File: src/rtl/srff_pkg.sv
// srff_pkg: shared mode encoding for the srff_bank flip-flop bank.
package srff_pkg;

    typedef enum logic [1:0] {
        MODE_SR = 2'b00,
        MODE_JK = 2'b01,
        MODE_D  = 2'b10,
        MODE_T  = 2'b11
    } mode_t;

    // Illegal SR input: both S and R asserted on any bit while in SR mode.
    function automatic logic is_sr_clash(
        input mode_t m,
        input logic  s,
        input logic  r
    );
        return (m == MODE_SR) && s && r;
    endfunction

endpackage

File: src/rtl/srff_bank_if.sv
// srff_bank_if: control inputs and state/status outputs of the bank.
interface srff_bank_if #(
    parameter int WIDTH = 8,
    parameter int CNT_W = 8
);
    import srff_pkg::*;

    logic             en;
    mode_t            mode;
    logic [WIDTH-1:0] s;
    logic [WIDTH-1:0] r;
    logic             clr_err;
    logic [WIDTH-1:0] q;
    logic [WIDTH-1:0] qbar;
    logic [WIDTH-1:0] chg;
    logic             illegal;
    logic [CNT_W-1:0] illegal_cnt;

    modport master (
        output en, mode, s, r, clr_err,
        input  q, qbar, chg, illegal, illegal_cnt
    );

    modport slave (
        input  en, mode, s, r, clr_err,
        output q, qbar, chg, illegal, illegal_cnt
    );

endinterface

File: src/rtl/srff_cell.sv
// srff_cell: one storage bit with SR/JK/D/T next-state logic.
module srff_cell
    import srff_pkg::*;
(
    input  logic  clk,
    input  logic  rst_n,
    input  logic  en,
    input  mode_t mode,
    input  logic  s,
    input  logic  r,
    input  logic  set_pri,
    output logic  q,
    output logic  qbar,
    output logic  chg,
    output logic  illegal_bit
);

    logic q_r;
    logic chg_r;
    logic q_nxt;

    always_comb begin
        q_nxt = q_r;
        unique case (mode)
            MODE_SR: begin
                unique case ({s, r})
                    2'b10:   q_nxt = 1'b1;
                    2'b01:   q_nxt = 1'b0;
                    2'b11:   q_nxt = set_pri;
                    default: q_nxt = q_r;
                endcase
            end
            MODE_JK: begin
                unique case ({s, r})
                    2'b10:   q_nxt = 1'b1;
                    2'b01:   q_nxt = 1'b0;
                    2'b11:   q_nxt = ~q_r;
                    default: q_nxt = q_r;
                endcase
            end
            MODE_D:  q_nxt = s;
            MODE_T:  q_nxt = q_r ^ s;
            default: q_nxt = q_r;
        endcase
    end

    always_ff @(posedge clk or negedge rst_n) begin
        if (!rst_n) begin
            q_r   <= 1'b0;
            chg_r <= 1'b0;
        end else if (en) begin
            q_r   <= q_nxt;
            chg_r <= q_nxt ^ q_r;
        end else begin
            chg_r <= 1'b0;
        end
    end

    // qbar comes straight off the flop so it can never disagree with q.
    assign q           = q_r;
    assign qbar        = ~q_r;
    assign chg         = chg_r;
    assign illegal_bit = en && is_sr_clash(mode, s, r);

endmodule

File: src/rtl/srff_bank.sv
// srff_bank: WIDTH multi-mode flip-flops plus sticky/counted
// tracking of illegal SR inputs.
module srff_bank
    import srff_pkg::*;
#(
    parameter int WIDTH        = 8,
    parameter int SET_PRIORITY = 1,
    parameter int CNT_W        = 8
) (
    input  logic        clk,
    input  logic        rst_n,
    srff_bank_if.slave  bus
);

    localparam logic             SET_PRI = (SET_PRIORITY != 0);
    localparam logic [CNT_W-1:0] CNT_MAX = '1;
    localparam logic [CNT_W-1:0] CNT_ONE = CNT_W'(1);

    logic [WIDTH-1:0] q_v;
    logic [WIDTH-1:0] qbar_v;
    logic [WIDTH-1:0] chg_v;
    logic [WIDTH-1:0] ill_v;
    logic             ill_any;
    logic             ill_r;
    logic [CNT_W-1:0] cnt_r;

    for (genvar i = 0; i < WIDTH; i++) begin : g_cell
        srff_cell u_cell (
            .clk         (clk),
            .rst_n       (rst_n),
            .en          (bus.en),
            .mode        (bus.mode),
            .s           (bus.s[i]),
            .r           (bus.r[i]),
            .set_pri     (SET_PRI),
            .q           (q_v[i]),
            .qbar        (qbar_v[i]),
            .chg         (chg_v[i]),
            .illegal_bit (ill_v[i])
        );
    end

    assign ill_any = |ill_v;

    // An event on the same edge as clr_err wins and restarts the count at 1.
    always_ff @(posedge clk or negedge rst_n) begin
        if (!rst_n) begin
            ill_r <= 1'b0;
            cnt_r <= '0;
        end else if (ill_any) begin
            ill_r <= 1'b1;
            if (bus.clr_err) begin
                cnt_r <= CNT_ONE;
            end else if (cnt_r != CNT_MAX) begin
                cnt_r <= cnt_r + CNT_ONE;
            end
        end else if (bus.clr_err) begin
            ill_r <= 1'b0;
            cnt_r <= '0;
        end
    end

    assign bus.q           = q_v;
    assign bus.qbar        = qbar_v;
    assign bus.chg         = chg_v;
    assign bus.illegal     = ill_r;
    assign bus.illegal_cnt = cnt_r;

endmodule
File: src/flat_wrapper.sv
// flat-port wrapper written by rule: the top's interface ports become plain ports
module srff_bank_flat import srff_pkg::*;
#(
    parameter int WIDTH        = 8,
    parameter int SET_PRIORITY = 1,
    parameter int CNT_W        = 8
)
  (clk, rst_n, bus_en, bus_mode, bus_s, bus_r, bus_clr_err, bus_q, bus_qbar, bus_chg, bus_illegal, bus_illegal_cnt);
  srff_bank_if #(.WIDTH(WIDTH), .CNT_W(CNT_W)) bus_i ();
  input  logic clk;
  input  logic rst_n;
  input wire logic [$bits(bus_i.en)-1:0] bus_en;
  input wire logic [$bits(bus_i.mode)-1:0] bus_mode;
  input wire logic [$bits(bus_i.s)-1:0] bus_s;
  input wire logic [$bits(bus_i.r)-1:0] bus_r;
  input wire logic [$bits(bus_i.clr_err)-1:0] bus_clr_err;
  output wire logic [$bits(bus_i.q)-1:0] bus_q;
  output wire logic [$bits(bus_i.qbar)-1:0] bus_qbar;
  output wire logic [$bits(bus_i.chg)-1:0] bus_chg;
  output wire logic [$bits(bus_i.illegal)-1:0] bus_illegal;
  output wire logic [$bits(bus_i.illegal_cnt)-1:0] bus_illegal_cnt;
  assign bus_i.en = bus_en;
  assign bus_i.mode = bus_mode;
  assign bus_i.s = bus_s;
  assign bus_i.r = bus_r;
  assign bus_i.clr_err = bus_clr_err;
  assign bus_q = bus_i.q;
  assign bus_qbar = bus_i.qbar;
  assign bus_chg = bus_i.chg;
  assign bus_illegal = bus_i.illegal;
  assign bus_illegal_cnt = bus_i.illegal_cnt;
  srff_bank #(.WIDTH(WIDTH), .SET_PRIORITY(SET_PRIORITY), .CNT_W(CNT_W)) u_core (.clk(clk), .rst_n(rst_n), .bus(bus_i));
endmodule
File: config.mk
export PLATFORM = sky130hd
export DESIGN_NAME = srff_bank_flat
export DESIGN_NICKNAME = d
export VERILOG_FILES = /design/src/rtl/srff_pkg.sv /design/src/rtl/srff_bank_if.sv /design/src/rtl/srff_cell.sv /design/src/rtl/srff_bank.sv /design/src/flat_wrapper.sv
export SDC_FILE = /design/constraint.sdc
export NUM_CORES = 1
export LEC_CHECK = 0
export CORE_UTILIZATION = 52
export CTS_BUF_LIST = sky130_fd_sc_hd__clkbuf_2 sky130_fd_sc_hd__clkbuf_4 sky130_fd_sc_hd__clkbuf_8
export DETAILED_ROUTE_END_ITERATION = 8
export HOLD_SLACK_MARGIN = 0.06
export PLACE_DENSITY = 0.92
export SETUP_SLACK_MARGIN = 0.15
export SLEW_MARGIN = 5
export SYNTH_ARGS = -nofsm -noshare
export SYNTH_HDL_FRONTEND = slang
export SYNTH_HIERARCHICAL = 1
export SYNTH_SLANG_ARGS = --single-unit
export TNS_END_PERCENT = 1
File: constraint.sdc
create_clock -name clk -period 2.4 [get_ports clk]
set_input_delay 0.48 -clock clk [delete_from_list [all_inputs] [get_ports clk]]
set_output_delay 0.48 -clock clk [all_outputs]
set_load 0.02 [all_outputs]
[After elaboration in Yosys (flattened, before gate mapping)]
Cells that the tools add are included.
Cells by class
  $add $sub $neg: 1
  equality and inequality tests: 28
  muxes and demuxes: 38
  bitwise operators: 24
  reductions and logical operators: 37
Operators with widths (number)
  equality test 2 bit, second input constant: 18
  2-to-1 mux 8 bit: 4
  case mux 1 bit (4 select lines): 8
  logical AND 1 bit: 24
  case mux 1 bit (3 select lines): 8
  equality test 2 x 1 -> 1 bit, second input constant: 9
  case mux 1 bit (2 select lines): 8
  OR reduction 2 bit: 8
  bitwise XOR 1 bit: 16
  2-to-1 mux 1 bit: 10
  adder 8 x 1 -> 8 bit, second input constant: 1
  != test 8 bit, second input constant: 1
  NOT 1 bit: 8
  OR reduction 8 bit: 1
  nonzero test 2 bit: 2
  logical NOT 2 bit: 1
  AND reduction 2 bit: 1
Storage, ports and cells
  register bits: 25
  input port bits: 22
  output and inout bits: 33

[Depth between registers and ports, before layout]
  depth in word-level cells: 7
  gate-level depth with buffers: 7
  depth with buffers taken out: 6

[By module]
The synthesis kept the hierarchy.
By module, submodules not included
  srff_cell: instances 8, cells an instance 21, area an instance 151.4 sq um, seq. area each 50.0 sq um
  srff_bank: instances 1, cells an instance 54, area an instance 513.0 sq um, seq. area each 225.2 sq um

[Worst setup path after synthesis]
OpenSTA, ideal clock, no wires.
  path kind: in2reg
  start: input port bus_mode[0]
  end: register u_core.cnt_r[5] (netlist: u_core/bus.illegal_cnt[5])
  data arrival time: 1.704 ns
  required time: 2.275 ns
  path slack: 0.571 ns
  stages on the path: 7
  path buffers: 1
  path through: nand2b_1 > nor3_1 > nor4_1 > and2_1 > buf_6 > nor4_2 > mux2_4
Between the ends
  cells in the longest elaborated chain, start to end: 7
  elaborated cells on any way between the ends: 29
  those cells by class: mux: 1; reduce/logical: 28
RTL lines
  start, declared: line flat_wrapper.sv:13  | input wire logic [$bits(bus_i.mode)-1:0] bus_mode;
  logical NOT 2 bit *: line srff_pkg.sv:17  | return (m == MODE_SR) && s && r;
  logical AND 1 bit * (2 in a row): line srff_pkg.sv:17
  logical AND 1 bit *: line srff_cell.sv:63  | assign illegal_bit = en && is_sr_clash(mode, s, r);
  net u_core.ill_v[1]: line srff_bank.sv:22  | logic [WIDTH-1:0] ill_v;
  OR reduction 8 bit *: line srff_bank.sv:43  | assign ill_any = |ill_v;
  nonzero test 2 bit (no source line)
  AND reduction 2 bit (no source line)
  end signal, assigned: line srff_bank.sv:55  | cnt_r <= cnt_r + CNT_ONE;
  end, declared: line srff_bank.sv:25  | logic [CNT_W-1:0] cnt_r;
The timed path passes the listed nets; every way through them passes the cells marked *.
A chain may end at the register's enable or synchronous reset.

[Worst setup path in the final report]
  start: input port bus_mode[0]
  end: register u_core.cnt_r[4] (netlist: u_core/bus.illegal_cnt[4])
Same word-level chain as after synthesis.

==> summary.md <==
| Metric | Value |
|---|---|
| Int Pwr | `0.000820 W` |
| Pre-CTS WS | `-0.199 ns` |
| I/O pins | `55` |
| Total Wirelength | `4870 µm` |
| Setup crit start kind | `input port` |
| Wire length of the first global-routing pass | `7760 µm` |
| Fmax | `0.437 GHz` |
| Fin Hold WS | `0.502 ns` |
| Final min period | `2.29 ns` |
| Synthesized area per cell | `7.77 µm²` |
| Hold Path Class | `input port to async pin` |
| Pins Over Slew Limit | `0` |
| Setup TNS | `0 ns` |
| Most common library cells after synthesis | `nand2_1 (35), nor2_1 (28), dfrtp_1 (25)` |
| Core Rows | `20` |
| Die Width | `59.6 µm` |
| Sequential element share of the synthesized area | `36.3%` |
| Register area | `626 µm²` |
| Max-cap violations | `0` |
| Worst clock skew | `0.00392 ns` |
| I/O Buffers | `54` |
| Root Buffer | `clkbuf_4` |
| Most area-hungry cell type in the Yosys netlist | `dfrtp_1` |
| NumNets Final | `339` |
| CP required | `2.66 ns` |
| Initial drt markers | `106` |
| Post-CTS sizing | `1` |
| Flop pwr share | `40.6%` |
| H-tree lvl count | `1` |
| CTS Buffer Depth | `2` |
| Die height | `59.6 µm` |
| Final core utilization | `84.9%` |
| Initial antenna violation count | `0` |
| Setup WS post-layout | `0.110 ns` |
| Area fraction of the dominant cell type after synthesis | `36.3%` |
| Mean routed wirelength per cell | `13.6 µm` |
| CTS tree | `done` |
| Asr flop ratio synth | `100%` |
| CP Max Fanout | `16` |
| Fraction of layout cells with a size suffix above 1 | `13.3%` |
| Vias after detailed routing | `2,063` |
| Global route total overflow | `0` |
| Core Box Area | `0.00310 mm²` |
| Switch share | `36.0%` |
| Register clock-pin slew on the reported worst setup and hold paths | `0.14 ns` |
| Hold-fix buffer count after cts | `0` |
| Gpl congestion | `0.821` |
| NetSw | `0.000462 W` |
| Unrepaired setup endpoints after global routing | `no` |
| Total track usage | `28.5%` |
| Total CTS buffers | `3` |
| Comb pwr share | `42.9%` |
| Synth unique cells | `31` |
| Main area contributors after synthesis | `dfrtp_1 (36%), nand2_1 (7.6%), nor2_1 (6.1%)` |
| Fillers | `202` |
| Most frequent cell after synthesis | `nand2_1` |
| Drc violations | `0` |
| N_diodes | `0` |
| Post-CTS setup buffers | `0` |
| DRT Pass-1 Iters | `4` |
| Area growth, synth to finish | `52.8%` |
| Syn Inst Count | `222` |
| Initial Util | `55.6%` |
| Status | `finished, final reports clean` |
| DP HPWL | `3580 µm` |
| CTS sink count | `25` |
| Largest net degree at the start of global routing | `26` |
| Cell area after synthesis | `0.00172 mm²` |
| Max VDD drop | `0.406 mV` |
| Vias in the first global route | `1,863` |
| Critical path class | `input port to flip-flop` |
| Worst-Skew Late Latency | `0.33 ns` |
| Finish-stage setup viols | `0` |
| Top_reg_cell synth | `dfrtp_1` |
| Final hold violation count | `0` |
| PD cells | `487 mW/mm²` |
| CP endpoint kind | `flip-flop` |
| EDFF count, synth | `0` |
| Post-synthesis register bit count | `25` |
| Die area | `0.00355 mm²` |
| Yosys warnings | `6` |
| Remaining antenna violation count | `0` |
| Crit share post-route | `95.4%` |
| Total Power | `0.00128 W` |
| Data arrival, critical path | `2.55 ns` |
| Pleak | `1.11 nW` |
| Clk pwr share | `16.4%` |
| Area occupied by multi-input gates | `0.00110 mm²` |
| Vias/cell | `5.75` |
[worst paths after layout]
check                                     startpoint                          end  slack, ns  depth (start not counted)
min in group clk                  u_core/bus.illegal           u_core/bus.illegal       0.55                          2
max in group asynchronous                      rst_n  u_core/g_cell[4].u_cell/chg       1.65                          2
hold reg to reg                   u_core/bus.illegal           u_core/bus.illegal       0.55                          2
setup reg to reg           u_core/bus.illegal_cnt[0]    u_core/bus.illegal_cnt[4]       0.69                          5
hold / removal                                 rst_n    u_core/bus.illegal_cnt[3]       0.50                          2
setup / recovery                         bus_mode[0]    u_core/bus.illegal_cnt[4]       0.11                          8
[layout make-up]
class / count / area share [%]
sequential: 25 / 23.8
tap: 44 / 2.09
multi-input combinational: 193 / 41.7
inverter: 9 / 1.28
timing repair buffer: 84 / 30.0
clock buffer: 4 / 1.14
[routing by layer]
layer  wire length (µm)  track usage [%]  up-vias
li1                   -                -      992
met2               2450             49.8       81
met4                 77             10.3        0
met3                268             3.71        8
met1               2070             36.0      982
met5                  0                0        -
[critical path: stages]
cell and delay, ns:
clkdlybuf4s50_1 0.41, buf_4 0.19, nand2b_1 0.17, nor3_1 0.31, nor4_1 0.14, and2_4 0.20, or4_1 0.48, a21oi_1 0.18
[logic make-up after synthesis]
family	Yosys count	share of synthesized area, %
fa+ha+maj	1	0.726
other cells	1	0.217
simple gates	113	32.6
flops	25	36.3
mux	1	0.871
compound gates	70	26.5
buf+inv	11	2.83
[state kept, by name, indices dropped and copies added, names as in the netlist]
signal / flops
u_core/g_cell.u_cell/q: 8
u_core/bus.illegal_cnt: 8
u_core/bus.illegal: 1
u_core/g_cell.u_cell/chg: 8
[power by group through the flow]
stage               logic [W]  registers (W)  clock network (W)
global route         0.000591       0.000529           0.000232
floorplan            0.000196       0.000578                  0
global placement     0.000529       0.000525                  0
CTS                  0.000545       0.000521           0.000212
detailed placement   0.000539       0.000528                  0
finish               0.000550       0.000521           0.000211
[placed cells by master (no fill, tap or decap), types with 9 or more instances in the layout]
cell,count
clkdlybuf4s50_1,54
nand2_1,35
nor2_1,28
buf_4,28
dfrtp_1,25
o21ai_0,18
nand2b_1,16
a21oi_1,15
inv_1,9
nand3b_1,9
[per-stage QoR]
stage                     std cells  area (µm²)
after floorplan                 229        1750
after global placement          355        2580
after detailed placement        355        2580
after CTS                       359        2610
after global routing            359        2630
final                           359        2630
Power figures use the tool's default switching activity.
